===== src/rtl/registrador_coluna_pkg.sv =====
// registrador_coluna_pkg: mode encodings shared by the universal column register and its bench
package registrador_coluna_pkg;
  localparam logic [1:0] MODO_CARREGAR = 2'b00;
  localparam logic [1:0] MODO_ESQ_DIR  = 2'b01;
  localparam logic [1:0] MODO_DIR_ESQ  = 2'b10;
  localparam logic [1:0] MODO_ESPECIAL = 2'b11;
endpackage


===== src/rtl/registrador_coluna_universal_mux.sv =====
// mux_modo_coluna: 4x1 per-bit next-value selector indexed by the mode code
// Ports: sel_i mode code; d0_i load, d1_i left-to-right, d2_i right-to-left, d3_i special; y_o selected bit
module mux_modo_coluna (
  input  logic [1:0] sel_i,
  input  logic       d0_i,
  input  logic       d1_i,
  input  logic       d2_i,
  input  logic       d3_i,
  output logic       y_o
);
  always_comb y_o = sel_i[1] ? (sel_i[0] ? d3_i : d2_i) : (sel_i[0] ? d1_i : d0_i);
endmodule


===== src/rtl/registrador_coluna_universal.sv =====
// registrador_coluna_universal: universal shift register with load, bidirectional shift, shift counter and completion pulse
// Ports: clock, reset_n (async active-low); habilitar enable; ch mode; definir_valores load value;
// entrada_esq/entrada_dir serial inputs; saida contents; saida_serial last bit out; contagem shifts since load; completo pulse.
// Macro REGISTRADOR_ROTACAO_EN: mode 11 rotates right and counts as a shift; otherwise mode 11 holds.
module registrador_coluna_universal
  import registrador_coluna_pkg::*;
#(
  parameter int                 LARGURA     = 8,
  parameter logic [LARGURA-1:0] VALOR_RESET = '0
) (
  input  logic                             clock,
  input  logic                             reset_n,
  input  logic                             habilitar,
  input  logic [1:0]                       ch,
  input  logic [LARGURA-1:0]               definir_valores,
  input  logic                             entrada_esq,
  input  logic                             entrada_dir,
  output logic [LARGURA-1:0]               saida,
  output logic                             saida_serial,
  output logic [$clog2(LARGURA+1)-1:0]     contagem,
  output logic                             completo
);
  localparam int CW = $clog2(LARGURA+1);
`ifdef REGISTRADOR_ROTACAO_EN
  localparam bit ROT = 1'b1;
`else
  localparam bit ROT = 1'b0;
`endif
  logic [LARGURA-1:0] saida_q, saida_d, prox_v, esq_v, dir_v, esp_v;
  logic               serial_q, serial_d, comp_q, comp_d, desloca, carregar;
  logic [CW-1:0]      cont_q, cont_d;
  assign esq_v = {entrada_esq, saida_q[LARGURA-1:1]};
  assign dir_v = {saida_q[LARGURA-2:0], entrada_dir};
  assign esp_v = ROT ? {saida_q[0], saida_q[LARGURA-1:1]} : saida_q;
  for (genvar i = 0; i < LARGURA; i++) begin : g_bit
    mux_modo_coluna u_mux (
      .sel_i(ch),
      .d0_i (definir_valores[i]),
      .d1_i (esq_v[i]),
      .d2_i (dir_v[i]),
      .d3_i (esp_v[i]),
      .y_o  (prox_v[i])
    );
  end
  always_comb begin
    carregar = habilitar && ch == MODO_CARREGAR;
    desloca  = habilitar && (ch == MODO_ESQ_DIR || ch == MODO_DIR_ESQ || (ROT && ch == MODO_ESPECIAL));
    saida_d  = habilitar ? prox_v : saida_q;
    serial_d = !habilitar ? serial_q :
               (ch == MODO_ESQ_DIR || (ROT && ch == MODO_ESPECIAL)) ? saida_q[0] :
               ch == MODO_DIR_ESQ ? saida_q[LARGURA-1] : serial_q;
    cont_d   = carregar ? '0 : (desloca && cont_q != CW'(LARGURA)) ? cont_q + CW'(1) : cont_q;
    // pulse only on the LARGURA-1 -> LARGURA transition, never while saturated
    comp_d   = desloca && cont_q == CW'(LARGURA-1);
  end
  always_ff @(posedge clock or negedge reset_n)
    if (!reset_n) begin
      saida_q  <= VALOR_RESET;
      serial_q <= 1'b0;
      cont_q   <= '0;
      comp_q   <= 1'b0;
    end else begin
      saida_q  <= saida_d;
      serial_q <= serial_d;
      cont_q   <= cont_d;
      comp_q   <= comp_d;
    end
  assign saida        = saida_q;
  assign saida_serial = serial_q;
  assign contagem     = cont_q;
  assign completo     = comp_q;
endmodule


===== config.mk =====
export PLATFORM = sky130hd
export DESIGN_NAME = registrador_coluna_universal
export DESIGN_NICKNAME = d
export VERILOG_FILES = /design/src/rtl/registrador_coluna_pkg.sv /design/src/rtl/registrador_coluna_universal_mux.sv /design/src/rtl/registrador_coluna_universal.sv
export SDC_FILE = /design/constraint.sdc
export NUM_CORES = 1
export LEC_CHECK = 0
export ABC_CLOCK_PERIOD_IN_PS = 1700
export CAP_MARGIN = 10
export CORE_MARGIN = 1.5
export CORE_UTILIZATION = 44
export CTS_CLUSTER_SIZE = 10
export DETAILED_ROUTE_END_ITERATION = 8
export GPL_TIMING_DRIVEN = 0
export MAX_ROUTING_LAYER = met4
export PLACE_DENSITY = 0.77
export SLEW_MARGIN = 5
export SYNTH_ARGS = -nofsm -noshare
export SYNTH_HDL_FRONTEND = slang
export SYNTH_SLANG_ARGS = --single-unit

===== constraint.sdc =====
create_clock -name clock -period 1.7 [get_ports clock]
set_input_delay 0.255 -clock clock [delete_from_list [all_inputs] [get_ports clock]]
set_output_delay 0.255 -clock clock [all_outputs]
set_load 0.005 [all_outputs]

=== Word-level counts from Yosys, hierarchy flattened ===
Index checks and enable logic that the tools add are counted.

* Reductions and logical operators: 10
* Add/sub/neg operators: 1
* Equal/unequal tests: 5
* Multiplexer cells: 28

{| class="wikitable"
|+ Operator list
! kind !! count
|-
| 2-to-1 mux 1 bit || 26
|-
| 2-to-1 mux 4 bit || 2
|-
| adder 4 x 1 -> 4 bit (second input constant) || 1
|-
| == test 4 x 3 -> 1 bit (second input constant) || 1
|-
| logical AND 1 bit || 4
|-
| != test 4 bit (second input constant) || 1
|-
| AND reduction 2 bit || 2
|-
| nonzero test 2 bit || 2
|-
| == test 2 x 1 -> 1 bit (second input constant) || 1
|-
| == test 2 bit (second input constant) || 1
|-
| logical NOT 2 bit || 1
|-
| != test 2 bit (second input constant) || 1
|-
| logical OR 1 bit || 1
|}

* Input bits: 15
* Output and inout port bits: 14
* Word-level logic and storage cells: 48
* Bits in registers: 14

=== Logic depth before layout (Yosys ltp) ===
Gate-level depths: netlist of the first run.

* Depth after elaboration: 6
* Mapped depth: 7
* Depth with buffers taken out: 5

=== By module ===
A second synthesis of the first run with hierarchy kept.

* Cell total of the unflattened synthesis: 64
* Area, all modules: 839.6 um2

{| class="wikitable"
|+ Modules (own cells, without submodules)
! module !! area each (um2) !! seq. area each (um2) !! cells an instance !! instances
|-
| registrador_coluna_universal || 659.4 || 350.3 || 56 || 1
|-
| mux_modo_coluna || 22.5 || 0.0 || 1 || 8
|}

=== Worst setup path after synthesis of the first run ===
No wires, ideal clock.

* Path kind: input to register
* Start: input ch[1]
* End: register cont_q[0], in the netlist contagem[0]
* Library setup time: 77 ps
* Path buffers: 2
* Stages: 7
* Setup slack: 104 ps
* Arrival: 1519 ps
* Required time: 1623 ps
* Cells stage by stage: buf_2 -> buf_2 -> inv_1 -> ha_1 -> nand2_1 -> or3_1 -> a21oi_1

* Cells in the longest elaborated chain, start to end: 5
* Elaborated cells between the ends (all ways): 9
* Classes of those cells: 2 x eq/ne; 1 x mux; 6 x reduce/logical

{| class="wikitable"
|+ RTL lines
! item !! RTL line !! source
|-
| start: declaration || registrador_coluna_universal.sv:14 || <nowiki>input logic [1:0] ch,</nowiki>
|-
| == test 2 x 1 -> 1 bit or == test 2 bit (tied branches) || registrador_coluna_universal.sv:47 || <nowiki>desloca = habilitar && (ch == MODO_ESQ_DIR || ch == MODO_DIR_ESQ || (ROT && ch == MODO_ESPECIAL));</nowiki>
|-
| logical OR 1 bit || registrador_coluna_universal.sv:47 ||
|-
| logical AND 1 bit || registrador_coluna_universal.sv:47 ||
|-
| logical AND 1 bit || registrador_coluna_universal.sv:52 || <nowiki>cont_d = carregar ? '0 : (desloca && cont_q != CW'(LARGURA)) ? cont_q + CW'(1) : cont_q;</nowiki>
|-
| nonzero test 2 bit (no source line) || - ||
|-
| end signal: assignment || registrador_coluna_universal.sv:65 || <nowiki>cont_q <= cont_d;</nowiki>
|-
| end: declaration || registrador_coluna_universal.sv:31 || <nowiki>logic [CW-1:0] cont_q, cont_d;</nowiki>
|}

Several ways; a longest one is shown, not always the timed one.
A chain may end at the register's enable or synchronous reset.

=== Worst setup path after layout of the first run ===
* Start: input ch[1]
* End: register cont_q[3], in the netlist contagem[3]

The elaborated chain is that of the path after synthesis.

==> impl_metrics.env, run 1 <==
export IMPL_met2_usage_pct=29.9
export IMPL_die_area_um2=2280
export IMPL_cell_area_synth_um2=882
export IMPL_fin_tns_setup_ns=0
export IMPL_placement_io_buffers=28
export IMPL_footprint_of_the_flip_flops_and_latches_um2=350
export IMPL_placed_cell_area_um2=1200
export IMPL_worstMarginPinSlew_ns=0.646
export IMPL_post_route_min_period_ns=1.58
export IMPL_rsz0062_at_grt="no"
export IMPL_routability_congestion=0.734
export IMPL_seq_area_frac_synth_pct=39.7
export IMPL_grt_use_met3_pct=2.26
export IMPL_top_level_ports=29
export IMPL_power_share_clock_pct=19.4
export IMPL_switching_power_share_of_the_total_pct=29.5
export IMPL_timing_critical_path_from="ch[1]"
export IMPL_globalRoute_totalOverflow=0
export IMPL_post_route_period_util_pct=93.0
export IMPL_prevailing_post_synth_register_cell="dfrtp_1"
export IMPL_clock_insertion_delay_at_the_later_pin_of_the_skew_report_ns=0.28
export IMPL_async_sr_flop_fraction_pct=100
export IMPL_floorplan_initialDensity_pct=45.9
export IMPL_area_growth_pct=44.8
export IMPL_overall_die_height_um=47.8
export IMPL_final_setup_skew_ns=0.00405
export IMPL_n_fill_cell=168
export IMPL_pin_count_of_the_biggest_net_entering_global_routing=17
export IMPL_endpoint_kind="flip-flop"
export IMPL_ys_warnings_count=0
export IMPL_post_route_drc_count=0
export IMPL_slew_viol_final=0
export IMPL_delay_of_the_slowest_cell_on_the_worst_path_ns=0.51
export IMPL_cell_internal_pwr_w=0.000887
export IMPL_postSynthAreaPerCell_um2=9.80
export IMPL_finalCoreUtilization_pct=66.5
export IMPL_worst_ep_arrival_time_ns=1.79
export IMPL_viasPerCell=4.73
export IMPL_first_pass_grt_wire_length_um=2760
export IMPL_critical_path_peak_fanout=8
export IMPL_grt_busiest_layer="met2"
export IMPL_first_global_vias=662
export IMPL_design_area_um2=1280
export IMPL_ir_drop_v=0.000770
export IMPL_grtUsageTotal_pct=17.7
export IMPL_cts_reportedPaths_clkPinSlew_ns=0.09
export IMPL_worst_setup_path_type="input port to flip-flop"
export IMPL_crit_slowest_cell="clkdlybuf4s50_1"
export IMPL_numCtsBuffers=3
export IMPL_dp_hpwl_um=1340
export IMPL_antenna_violating_nets_remaining=0
export IMPL_synth_area_leaders="dfrtp_1 (40%), mux2i_1 (10%), mux2_1 (10%)"
export IMPL_cts_sinks=14
export IMPL_number_of_antenna_violations_at_the_first_check_in_global_routing=0
export IMPL_power_total_w=0.00126
export IMPL_register_bit_total_from_synthesis=14
export IMPL_syn_instance_count=90
export IMPL_power_frac_seq_pct=40.5
export IMPL_drt_first_iter_violations=2
export IMPL_required_ns=1.91
export IMPL_detail_route_wl_per_cell_um=11.9
export IMPL_synthDistinctLibCells=21
export IMPL_setup_worst_path_start_class="input port"
export IMPL_synth_edff_count=0
export IMPL_multi_input_gate_area_in_the_final_layout_um2=457
export IMPL_p_sw_w=0.000371
export IMPL_final_hold_violation_count=0
export IMPL_syn_nets=110
export IMPL_cts_tree="done"
export IMPL_reg2reg_from="contagem[0]$_DFFE_PN0P_"
export IMPL_synth_area_leader_cell="dfrtp_1"
export IMPL_routed_via_count=709
export IMPL_hp_class="input port to asynchronous set/reset pin"
export IMPL_ctsLongestPathBuffers=2
export IMPL_power_per_cell_area_nw_per_um2=985
export IMPL_setup_viol=0
export IMPL_power_combinational_fraction_pct=40.1
export IMPL_use_met1_pct=22.3
export IMPL_run_status="completed"
export IMPL_antenna_cells_inserted=0
export IMPL_layout_drive_gt1_share_pct=15.4
export IMPL_max_slew_margin_pct=56.8
export IMPL_rows=16
export IMPL_die_width_um=47.8
export IMPL_clockRootBuffer="clkbuf_4"
export IMPL_finalNetCount=144
export IMPL_core_area_um2=1920
export IMPL_timing_max_cap_violations=0
export IMPL_clock_fmax_mhz=632
export IMPL_area_share_of_the_largest_cell_type_after_synthesis_pct=39.7
export IMPL_routed_wl_um=1780
export IMPL_first_pass_iters=2
export IMPL_total_number_of_h_tree_levels=1
export IMPL_worstPathCellList="clkdlybuf4s50_1 -> buf_6 -> inv_1 -> ha_4 -> nand2_4 -> or3_1 -> a21oi_1"
export IMPL_static_leakage_power_nw=0.594
==> worst max-delay path: cells and delay by family <==
family / cells / cell delay, ns
AOI/OAI and AO/OA: 1 / 0.14
adders and majority gates: 1 / 0.29
buffers and inverters: 3 / 0.68
and+or+nand+nor: 2 / 0.42
==> cells in the mapped netlist, types with 2 or more instances <==
library cell and instances:
o21ai_0 3, buf_4 8, buf_2 3, mux2i_1 9, inv_1 4, mux2_1 8, a21oi_1 3, ha_1 5
or3_1 2, nand2_1 13, nand3_1 2, dfrtp_1 14, o21ai_1 8
==> per-layer routing <==
metal | wire length [µm] | vias up
li1 | - | 368
met1 | 839 | 319
met2 | 872 | 20
met3 | 54 | 2
met4 | 17 | 0
met5 | 0 | -
==> metrics by stage <==
stage                     hold slack, ns  instances  worst slack (ns)
final                              0.362        150             0.119
after global routing               0.406        150            0.0256
after CTS                          0.378        150            0.0668
after detailed placement           0.489        145            -0.608
after global placement             0.472        145            -0.598
after floorplan                  -0.0406         90             0.104
==> sequential cells by signal, summed over array words and instances, names as in the netlist <==
signal and cells:
saida 8, contagem 4, completo 1, saida_serial 1
==> what timing repair did <==
item | CTS | global route
hold buffers | 0 | 0
setup endpoints to repair | 5 | 2
resized for setup | 5 | 3
buffers inserted | 2 | 0
==> cell usage in the layout (no fill, tap or decap), types with 2 or more instances in the layout <==
cell type        instances
o21ai_0                  3
mux2_1                   8
buf_4                   10
inv_1                    4
mux2i_1                  9
buf_6                    2
nand3_1                  2
or3_1                    2
a21oi_1                  3
ha_1                     4
dfrtp_1                 14
nand2_1                 12
clkdlybuf4s50_1         27
o21ai_1                  8
clkbuf_4                 3
==> area by class of cell <==
type / count / area share (%)
repair buffers: 30 / 23.3
multi-input cells: 60 / 35.7
flip-flops and latches: 14 / 27.4
well taps: 27 / 2.64
clock buffers: 4 / 2.84
plain buffers: 11 / 6.86
inverters: 4 / 1.18
==> path summary, 6_finish.rpt <==
check | endpoint | depth (start not counted) | slack, ns
min in group clock | saida_serial$_DFFE_PN0P_ | 2 | 0.51
setup / recovery | contagem[3]$_DFFE_PN0P_ | 7 | 0.12
max in group asynchronous | contagem[3]$_DFFE_PN0P_ | 1 | 0.92
setup reg to reg | contagem[0]$_DFFE_PN0P_ | 5 | 0.24
hold reg to reg | saida_serial$_DFFE_PN0P_ | 2 | 0.51
hold / removal | saida[1]$_DFFE_PN0P_ | 1 | 0.36
==> power groups by stage <==
stage                     Sequential (W)  Combinational, W  Clock (W)
after floorplan                 0.000496          0.000255          0
after CTS                       0.000510          0.000506   0.000253
final                           0.000510          0.000505   0.000244
after global routing            0.000525          0.000568   0.000265
after global placement          0.000513          0.000484          0
after detailed placement        0.000516          0.000499          0
==> logic make-up after synthesis <==
| kind of cell | synth area share, % |
|---|---|
| buf+inv | 10.8 |
| fa+ha+maj | 7.09 |
| flops | 39.7 |
| mux | 20.4 |
| simple gates | 11.3 |
| compound gates | 10.6 |
No activity file was read; power rests on OpenSTA's default activity.
==> run 2: changes to the inputs <==
--- a/config.mk
+++ b/config.mk
@@ -6,9 +6,10 @@
 export NUM_CORES = 1
 export LEC_CHECK = 0
 export ABC_CLOCK_PERIOD_IN_PS = 1700
-export CAP_MARGIN = 10
+export CAP_MARGIN = 25
 export CORE_MARGIN = 1.5
 export CORE_UTILIZATION = 44
+export CTS_CLUSTER_DIAMETER = 100
 export CTS_CLUSTER_SIZE = 10
 export DETAILED_ROUTE_END_ITERATION = 8
 export GPL_TIMING_DRIVEN = 0
==> results of run 2 <==
Same layout as run 1: the final DEF is identical, and so are final timing and power.
==> run 3: changes to the inputs <==
--- a/config.mk
+++ b/config.mk
@@ -14,7 +14,7 @@
 export DETAILED_ROUTE_END_ITERATION = 8
 export GPL_TIMING_DRIVEN = 0
 export MAX_ROUTING_LAYER = met4
-export PLACE_DENSITY = 0.77
+export PLACE_DENSITY = 0.83
 export SLEW_MARGIN = 5
 export SYNTH_ARGS = -nofsm -noshare
 export SYNTH_HDL_FRONTEND = slang
==> run 3 against run 2 <==
Wire length increased by 4.2%; global-route usage decreased by 0.71 points; die area unchanged; total power increased by 0.13%; largest cell class unchanged; highest routed layer is now met3.
==> impl_metrics.env, run 3 (synthesis results as in run 1) <==
export IMPL_die_width_um=47.8
export IMPL_layout_commonest_cell="clkdlybuf4s50_1"
export IMPL_fin_tns_setup_ns=0
export IMPL_hp_class="input port to asynchronous set/reset pin"
export IMPL_final_hold_violation_count=0
export IMPL_r2r_end="contagem[0]$_DFFE_PN0P_"
export IMPL_timing_max_cap_violations=0
export IMPL_setup_worst_path_start_class="input port"
export IMPL_multi_input_gate_area_in_the_final_layout_um2=465
export IMPL_floorplan_initialDensity_pct=45.9
export IMPL_finalCoreUtilization_pct=66.9
export IMPL_overall_die_height_um=47.8
export IMPL_power_per_cell_area_nw_per_um2=980
export IMPL_drt_met1_wl_um=846
export IMPL_die_area_um2=2280
export IMPL_finalNetCount=144
export IMPL_design_area_um2=1290
export IMPL_n_fill_cell=173
export IMPL_routability_congestion=0.805
export IMPL_cts_hold_buffers_added=0
export IMPL_post_route_min_period_ns=1.61
export IMPL_detail_route_wl_per_cell_um=12.4
export IMPL_routed_via_count=740
export IMPL_max_slew_margin_pct=55.9
export IMPL_numCtsBuffers=3
export IMPL_fin_hold_ws_ns=0.378
export IMPL_place_inst=145
export IMPL_first_pass_iters=3
export IMPL_timing_critical_path_from="ch[1]"
export IMPL_cts_reportedPaths_clkPinSlew_ns=0.09
export IMPL_reg2reg_from="contagem[0]$_DFFE_PN0P_"
export IMPL_total_number_of_h_tree_levels=1
export IMPL_routed_wl_um=1860
export IMPL_worstPathCellList="clkdlybuf4s50_1 -> buf_6 -> inv_1 -> ha_4 -> nand2_4 -> or3_4 -> a21oi_2"
export IMPL_cts_tree="done"
export IMPL_largest_reg_flops=8
export IMPL_cts_sinks=14
export IMPL_ctsLongestPathBuffers=2
export IMPL_antenna_cells_inserted=0
export IMPL_worst_setup_path_endpoint="contagem[3]$_DFFE_PN0P_"
export IMPL_routed_top_layer="met3"
export IMPL_wl_met2_um=937
export IMPL_static_leakage_power_nw=0.596
export IMPL_setup_viol=0
export IMPL_globalRoute_totalOverflow=0
export IMPL_slew_viol_final=0
export IMPL_delay_of_the_slowest_cell_on_the_worst_path_ns=0.51
export IMPL_final_setup_skew_ns=0.00362
export IMPL_post_route_period_util_pct=94.5
export IMPL_layout_drive_gt1_share_pct=17.1
export IMPL_endpoint_kind="flip-flop"
export IMPL_worst_ep_arrival_time_ns=1.82
export IMPL_path_buf_inv=3
export IMPL_dp_hpwl_um=1370
export IMPL_layout_cells_non_filler=150
export IMPL_antenna_violating_nets_remaining=0
export IMPL_worst_setup_path_type="input port to flip-flop"
export IMPL_critical_path_s_top_delay_family="buffers and inverters"
export IMPL_critical_path_peak_fanout=8
export IMPL_clock_insertion_delay_at_the_later_pin_of_the_skew_report_ns=0.27
export IMPL_worstMarginPinSlew_ns=0.659
export IMPL_required_ns=1.91
export IMPL_first_global_vias=656
export IMPL_area_growth_pct=45.8
export IMPL_crit_cells=7
export IMPL_top_level_ports=29
export IMPL_run_status="completed"
export IMPL_first_pass_grt_wire_length_um=2700
export IMPL_rr_worst_depth=5
export IMPL_viasPerCell=4.93
export IMPL_placed_cell_area_um2=1200
export IMPL_footprint_of_the_flip_flops_and_latches_um2=350
export IMPL_rsz0062_at_grt="no"
export IMPL_ir_drop_v=0.000556
export IMPL_post_route_drc_count=0
export IMPL_met3RoutedLength_um=73
export IMPL_grtUsageTotal_pct=17.0
export IMPL_ff2ff_setup_slack_ns=0.22
export IMPL_clockRootBuffer="clkbuf_4"
export IMPL_layout_common_cells="clkdlybuf4s50_1 (27), dfrtp_1 (14), nand2_1 (12), buf_4 (10), mux2i_1 (9)"
export IMPL_crit_slowest_cell="clkdlybuf4s50_1"
export IMPL_placement_io_buffers=28
export IMPL_pin_count_of_the_biggest_net_entering_global_routing=17
export IMPL_core_area_um2=1920
export IMPL_rows=16
export IMPL_drt_first_iter_violations=7
export IMPL_number_of_antenna_violations_at_the_first_check_in_global_routing=0
export IMPL_clock_fmax_mhz=623
## run 3: final cells by class
class / count / area share [%]
repair buffers: 30 / 23.2
flip-flops and latches: 14 / 27.2
inverters: 4 / 1.17
multi-input cells: 60 / 36.2
well taps: 27 / 2.63
plain buffers: 11 / 6.81
clock buffers: 4 / 2.82
## run 3: metal layers
| layer | track usage (%) | vias to the layer above |
|---|---|---|
| met2 | 27.7 | 20 |
| met1 | 22.0 | 351 |
| met4 | 4.86 | 0 |
| li1 | - | 369 |
| met3 | 2.26 | 0 |
| met5 | - | - |
## run 3: worst min path at each step
stage,start,to,slack (ns),cells after the start
after floorplan,reset_n,completo$_DFF_PN0_,-0.04,0
after global placement,saida_serial$_DFFE_PN0P_,saida_serial$_DFFE_PN0P_,0.48,2
after detailed placement,saida_serial$_DFFE_PN0P_,saida_serial$_DFFE_PN0P_,0.49,2
after CTS,reset_n,saida[2]$_DFFE_PN0P_,0.39,1
after global routing,reset_n,saida[3]$_DFFE_PN0P_,0.40,1
final,reset_n,saida[3]$_DFFE_PN0P_,0.38,1
## run 3: what timing repair did
action | 4_1_cts | 5_1_grt
setup buffers | 2 | 0
gates cloned | 0 | 0
gates resized for setup | 5 | 5
endpoints found under the hold margin | 0 | 0
endpoints found under the setup margin | 5 | 2
## run 3: report_power, final
| part | total, W | switching [W] | internal, W | leakage, nW |
|---|---|---|---|---|
| Combinational | 0.000512 | 0.000170 | 0.000342 | 0.396 |
| Sequential | 0.000510 | 0.0000935 | 0.000416 | 0.179 |
| Clock | 0.000238 | 0.000108 | 0.000130 | 0.0210 |
| Total | 0.00126 | 0.000371 | 0.000889 | 0.596 |
## run 3: through the flow
step	setup WS (ns)	power, W
final	0.0938	0.00126
after global routing	0.0247	0.00135
after CTS	0.0318	0.00127
after detailed placement	-0.643	0.00102
after global placement	-0.594	0.000997
after floorplan	0.104	0.000751
